$ cat src/rtl/kbd_event_arb_pkg.sv
// kbd_pkg: shared key-arbiter defaults for the one-shot array, arbiter and consumers
// Contents: N_KEYS, KW (key index width), DEPTH (event FIFO entries), key_idx_t
package kbd_pkg;
  localparam int N_KEYS = 4;
  localparam int KW = 2;
  localparam int DEPTH = 4;
  typedef logic [KW-1:0] key_idx_t;
endpackage

$ cat src/rtl/kbd_event_arb_if.sv
// kbd_event_arb_if: key event stream handshake between arbiter and consumer
// Signals: ev_valid (head holds an event), ev_key (head key index), ev_ready (consumer accepts head)
interface kbd_event_arb_if #(parameter int KW = kbd_pkg::KW);
  logic ev_valid;
  logic [KW-1:0] ev_key;
  logic ev_ready;
  modport master(output ev_valid, ev_key, input ev_ready);
  modport slave(input ev_valid, ev_key, output ev_ready);
endinterface

$ cat src/rtl/kbd_event_arb_fifo.sv
// kbd_event_fifo: DEPTH x W first-word-fall-through FIFO with occupancy count
// Ports: clk, rst (sync, active-high), push_i/din_i write, pop_i read, dout_o = head,
//        full_o/empty_o status, level_o entry count
module kbd_event_fifo #(
  parameter int DEPTH = kbd_pkg::DEPTH,
  parameter int W = kbd_pkg::KW
) (
  input  logic                     clk,
  input  logic                     rst,
  input  logic                     push_i,
  input  logic [W-1:0]             din_i,
  input  logic                     pop_i,
  output logic [W-1:0]             dout_o,
  output logic                     full_o,
  output logic                     empty_o,
  output logic [$clog2(DEPTH):0]   level_o
);
  localparam int AW = $clog2(DEPTH);
  logic [W-1:0] mem_q [DEPTH];
  logic [AW-1:0] wr_q, rd_q;
  logic [AW:0] level_q;
  assign dout_o = mem_q[rd_q];
  assign full_o = level_q == (AW+1)'(DEPTH);
  assign empty_o = level_q == '0;
  assign level_o = level_q;
  // Pointers wrap naturally; when full, push and pop hit the same slot and the head is read before it is overwritten
  always_ff @(posedge clk) begin
    if (rst) begin
      wr_q <= '0;
      rd_q <= '0;
      level_q <= '0;
      for (int i = 0; i < DEPTH; i++) mem_q[i] <= '0;
    end else begin
      if (push_i) begin
        mem_q[wr_q] <= din_i;
        wr_q <= wr_q + 1'b1;
      end
      if (pop_i) rd_q <= rd_q + 1'b1;
      if (push_i && !pop_i) level_q <= level_q + 1'b1;
      else if (pop_i && !push_i) level_q <= level_q - 1'b1;
    end
  end
endmodule

$ cat src/rtl/kbd_event_arb.sv
// kbd_event_arb: merges per-key press pulses into one round-robin ordered event stream
// Ports: clk, rst (sync, active-high), key_pulse one-cycle presses, ev (master: ev_valid/ev_key out, ev_ready in),
//        ovf sticky lost-press flag, ovf_clr clears it, level FIFO occupancy
module kbd_event_arb #(
  parameter int N_KEYS = kbd_pkg::N_KEYS,
  parameter int KW = kbd_pkg::KW,
  parameter int DEPTH = kbd_pkg::DEPTH
) (
  input  logic                   clk,
  input  logic                   rst,
  input  logic [N_KEYS-1:0]      key_pulse,
  kbd_event_arb_if.master        ev,
  output logic                   ovf,
  input  logic                   ovf_clr,
  output logic [$clog2(DEPTH):0] level
);
  logic [N_KEYS-1:0] pending_q, pending_d, gnt_oh;
  logic [KW-1:0] last_q, last_d, gnt_idx, idx;
  logic gnt_any, grant, pop, push_ok, full, empty, ovf_q, ovf_d, coalesce;
  assign ev.ev_valid = !empty;
  assign pop = ev.ev_valid && ev.ev_ready;
  assign push_ok = !full || pop;
  // Scan offsets from far to near so the nearest pending key after last_q wins
  always_comb begin
    gnt_any = 1'b0;
    gnt_idx = '0;
    idx = '0;
    for (int k = N_KEYS; k >= 1; k--) begin
      idx = KW'((int'(last_q) + k) % N_KEYS);
      if (pending_q[idx]) begin
        gnt_any = 1'b1;
        gnt_idx = idx;
      end
    end
  end
  assign grant = gnt_any && push_ok;
  assign gnt_oh = grant ? {{(N_KEYS-1){1'b0}}, 1'b1} << gnt_idx : '0;
  // A pulse on the key being granted re-arms its latch rather than counting as a lost press
  assign pending_d = (pending_q & ~gnt_oh) | key_pulse;
  assign coalesce = |(key_pulse & pending_q & ~gnt_oh);
  assign ovf_d = coalesce || (ovf_q && !ovf_clr);
  assign last_d = grant ? gnt_idx : last_q;
  assign ovf = ovf_q;
  always_ff @(posedge clk) begin
    if (rst) begin
      pending_q <= '0;
      last_q <= KW'(N_KEYS-1);
      ovf_q <= 1'b0;
    end else begin
      pending_q <= pending_d;
      last_q <= last_d;
      ovf_q <= ovf_d;
    end
  end
  kbd_event_fifo #(.DEPTH(DEPTH), .W(KW)) u_fifo (
    .clk(clk),
    .rst(rst),
    .push_i(grant),
    .din_i(gnt_idx),
    .pop_i(pop),
    .dout_o(ev.ev_key),
    .full_o(full),
    .empty_o(empty),
    .level_o(level)
  );
endmodule
$ cat src/flat_wrapper.sv
// flat-port wrapper written by rule: the top's interface ports become plain ports
module kbd_event_arb_flat 
#(
  parameter int N_KEYS = kbd_pkg::N_KEYS,
  parameter int KW = kbd_pkg::KW,
  parameter int DEPTH = kbd_pkg::DEPTH
)
  (clk, rst, key_pulse, ovf, ovf_clr, level, ev_ev_valid, ev_ev_key, ev_ev_ready);
  kbd_event_arb_if #(.KW(KW)) ev_i ();
  input  logic clk;
  input  logic rst;
  input  logic [N_KEYS-1:0] key_pulse;
  output logic ovf;
  input  logic ovf_clr;
  output logic [$clog2(DEPTH):0] level;
  output wire logic [$bits(ev_i.ev_valid)-1:0] ev_ev_valid;
  output wire logic [$bits(ev_i.ev_key)-1:0] ev_ev_key;
  input wire logic [$bits(ev_i.ev_ready)-1:0] ev_ev_ready;
  assign ev_ev_valid = ev_i.ev_valid;
  assign ev_ev_key = ev_i.ev_key;
  assign ev_i.ev_ready = ev_ev_ready;
  kbd_event_arb #(.N_KEYS(N_KEYS), .KW(KW), .DEPTH(DEPTH)) u_core (.clk(clk), .rst(rst), .key_pulse(key_pulse), .ev(ev_i), .ovf(ovf), .ovf_clr(ovf_clr), .level(level));
endmodule
$ cat config.mk
export PLATFORM = sky130hd
export DESIGN_NAME = kbd_event_arb_flat
export DESIGN_NICKNAME = d
export VERILOG_FILES = /design/src/rtl/kbd_event_arb_pkg.sv /design/src/rtl/kbd_event_arb_if.sv /design/src/rtl/kbd_event_arb_fifo.sv /design/src/rtl/kbd_event_arb.sv /design/src/flat_wrapper.sv
export SDC_FILE = /design/constraint.sdc
export NUM_CORES = 1
export LEC_CHECK = 0
export BUFFER_PORTS_ARGS = -buffer_cell sky130_fd_sc_hd__buf_2
export CELL_PAD_IN_SITES_DETAIL_PLACEMENT = 2
export CELL_PAD_IN_SITES_GLOBAL_PLACEMENT = 2
export CORE_ASPECT_RATIO = 1.5
export CORE_MARGIN = 5
export CORE_UTILIZATION = 38
export DETAILED_ROUTE_END_ITERATION = 8
export HOLD_SLACK_MARGIN = 0.02
export PLACE_DENSITY = 0.87
export SETUP_SLACK_MARGIN = 0.15
export SLEW_MARGIN = 20
export SYNTH_ARGS = -nofsm -noshare
export SYNTH_HDL_FRONTEND = slang
export SYNTH_SLANG_ARGS = --single-unit
$ cat constraint.sdc
create_clock -name clk -period 4.37 [get_ports clk]
set_input_delay 0.2185 -clock clk [delete_from_list [all_inputs] [get_ports clk]]
set_output_delay 0.2185 -clock clk [all_outputs]
set_load 0.01 [all_outputs]
==> flow_metrics.tcl <==
set metrics [dict create \
    start_kind "flop" \
    yosysSeqAreaShare_pct 48.64 \
    htree_num_levels 1 \
    finalNetCount 139 \
    num_vias 898 \
    fp.dieW_um 54.97 \
    crit-reg2reg-launch "u_core.u_fifo.level_o[0]" \
    skew_ns 0.003780 \
    finalCriticalPeriod_ns 2.398 \
    grt_pass1_wl_mm 4.919 \
    die_h_um 77.45 \
    clk_path_buf_depth 2 \
    crit_fanout 8 \
    dr.pass1.iters 4 \
    fin_cells 167 \
    r2r_cells 9 \
    cts_setup_buffers 0 \
    drt-vias-per-instance 5.377 \
    grt_max_degree 22 \
    status "complete, no violations" \
    fp-row-count 24 \
    tns_ns 0 \
    leakagePower_nw 0.5540 \
    relSlewSlack_pct 63.09 \
    start_util_pct 39.56 \
    criticalPathCategory "reg -> reg" \
    syn_nets 125 \
    ir_drop_v 0.0002986 \
    drc_errors 0 \
    hold_violations 0 \
    numCtsBuffers 3 \
    r2r_slack_ns 1.97 \
    dpl.cell_count 163 \
    wire_per_inst_um 17.67 \
    synth_xor_area_share_pct 4.560 \
    syn_inst 115 \
    fmax_mhz 417.0 \
    slew_viol_final 0 \
    syn_area_um2 1152 \
    synth-compound-area-share_pct 13.25 \
    setup_ws_ns 1.972 \
    dpl.hpwl_mm 2.246 \
    cts-root-buf "clkbuf_8" \
    synthSimpleGateAreaFrac_pct 20.85 \
    setup_violations 0 \
    grt_pass1_vias 1010 \
    cts_resized 0 \
    antenna_found_initial 0 \
    clkLatencyLatePin_ns 0.26 \
    rsz0062_at_grt "no" \
    ctsHoldBuffers 0 \
    synth.distinct_cells 37 \
    boundaryPins 15 \
    grt_use_total_pct 16.16 \
    gr-total-overflow 0 \
    cts_tree "done" \
    gp_congestion 0.7524 \
    wirelength_mm 2.951 \
    crit_required_ns 4.57 \
    dieArea_um2 4257 \
    drtIter0Drc 12 \
    p_per_area_nw_per_um2 600.8 \
    hold_depth 3 \
    syn_area_per_cell_um2 10.02 \
    finalCritPeriodShare_pct 54.88 \
    synth_top_family_by_area "simple AND/OR/NAND/NOR gates" \
    clk_pin_slew_ns 0.08 \
    route.antenna.remaining_nets 0 \
    hold_path_end "u_core.pending_q[2]" \
    fp.coreArea_um2 2913 \
    synth_mux_area_share_pct 5.646 \
    min_path_type "in -> reg" \
    syn2layout_area_growth_pct 13.79 \
    r2r_end "u_core.u_fifo.level_o[2]" \
    tightest_slew_ns 0.5536 \
    hp-start "key_pulse[2]" \
    portBuffers 14 \
    layout-drive-gt1-share_pct 22.66 \
    end_kind "flop" \
    worst_ep_arrival_time_ns 2.60 \
    diodes 0 \
    synth_adder_area_share_pct 2.823 \
    cts.sinks 24 \
    ys_ff_latch 24 \
    dp_slack_ns 2.016 \
    cap_violations 0 \
    ys_warn_count 0 \
]
## critical path, stage by stage, from the launching register on
cell     delay (ns)
dfxtp_1        0.37
or4b_4         0.60
nand2_2        0.16
inv_2          0.11
ha_1           0.23
inv_1          0.07
fa_1           0.19
xor2_1         0.10
or3_1          0.33
a21oi_1        0.16
## sequential cells by signal (all words and copies together), names as in the netlist, named ones only
register,cells
u_core.last_q,2
u_core.ovf,1
u_core.pending_q,4
u_core.u_fifo.level_o,3
u_core.u_fifo.mem_q,8
u_core.u_fifo.rd_q,2
u_core.u_fifo.wr_q,2
## power breakdown
group          total, mW  internal [mW]  switching [mW]
Clock              0.169         0.0994          0.0694
Combinational      0.274          0.122           0.152
Sequential         0.345          0.288          0.0570
Total              0.788          0.509           0.278
## worst max-delay path by stage
stage                                to                     start  depth (start not counted)  slack (ns)
2_1_floorplan  u_core.u_fifo.level_o[2]  u_core.u_fifo.level_o[0]                          8        2.19
3_3_place_gp   u_core.u_fifo.level_o[1]  u_core.u_fifo.level_o[0]                          8        2.18
3_5_place_dp   u_core.u_fifo.level_o[2]  u_core.u_fifo.level_o[0]                          9        2.02
4_1_cts        u_core.u_fifo.level_o[2]  u_core.u_fifo.level_o[0]                          9        1.93
5_1_grt        u_core.u_fifo.level_o[2]  u_core.u_fifo.level_o[0]                          9        1.84
6_report       u_core.u_fifo.level_o[2]  u_core.u_fifo.level_o[0]                          9        1.97
## synth_stat cells, drive strengths merged
cell type	instances	share of area, %
a211o	3	2.3
a211oi	1	1.1
a21o	1	0.65
a21oi	6	2.9
a311oi	1	0.76
a31o	2	1.5
a31oi	2	1.1
buf	3	1.6
clkbuf	2	0.65
dfxtp	16	28
edfxtp	8	21
fa	1	1.7
ha	1	1.1
inv	6	2.0
mux2i	2	1.7
mux4	2	3.9
nand2	5	1.8
nand2b	2	1.3
nand3	5	2.2
nand3b	1	1.7
nor2	23	7.5
nor2b	2	1.1
nor4	2	1.1
o21ai	4	1.7
o21bai	1	0.65
o22ai	1	0.54
or3	4	2.2
or3b	1	0.76
or4b	1	1.2
xnor2	1	0.76
xor2	5	3.8
## layout by cell type (no fill, tap or decap), types with 3 or more instances in the layout
master / synthesis / routed
a21oi_1: 5 / 5
nor2_1: 23 / 23
or3_1: 4 / 4
clkbuf_8: 0 / 3
inv_1: 5 / 5
buf_2: 0 / 14
dfxtp_1: 16 / 16
xor2_1: 5 / 5
nand2_1: 4 / 4
nand3_1: 5 / 5
edfxtp_1: 8 / 8
a211o_1: 3 / 3
## routing by layer
metal	vias to the layer above	GRT usage (%)	routed length [um]
met1	448	16.73	1045
li1	429	-	-
met5	-	0	0
met4	0	7.299	45
met3	4	1.916	76
met2	17	30.09	1783
## metrics by stage
step           util, %  hold WS [ns]  power (mW)  cell area, um2
6_report         45.02        0.1812      0.7878            1311
2_1_floorplan        -        0.3359      0.5336            1152
4_1_cts          45.02        0.1743      0.8045            1311
5_1_grt          45.02        0.1857      0.8442            1311
3_5_place_dp     42.74        0.4513      0.6228            1245
3_3_place_gp     42.74        0.4383      0.5957            1245
## final cells by class
type                       count  area, um2
multi-input combinational     80      543.0
timing repair buffer          14      70.07
fill                         339       1602
inverter                       6      22.52
tap                           39      48.80
clock buffer                   4      66.31
sequential                    24      560.5
## cells by family after synthesis
group / count (synthesis)
adder cells (fa/ha/maj): 2
flip-flops: 24
AND/OR/NAND/NOR: 46
AO/OA/AOI/OAI: 22
multiplexers: 4
XOR/XNOR: 6
buffers and inverters: 11
(Power assumes the default switching activity.)
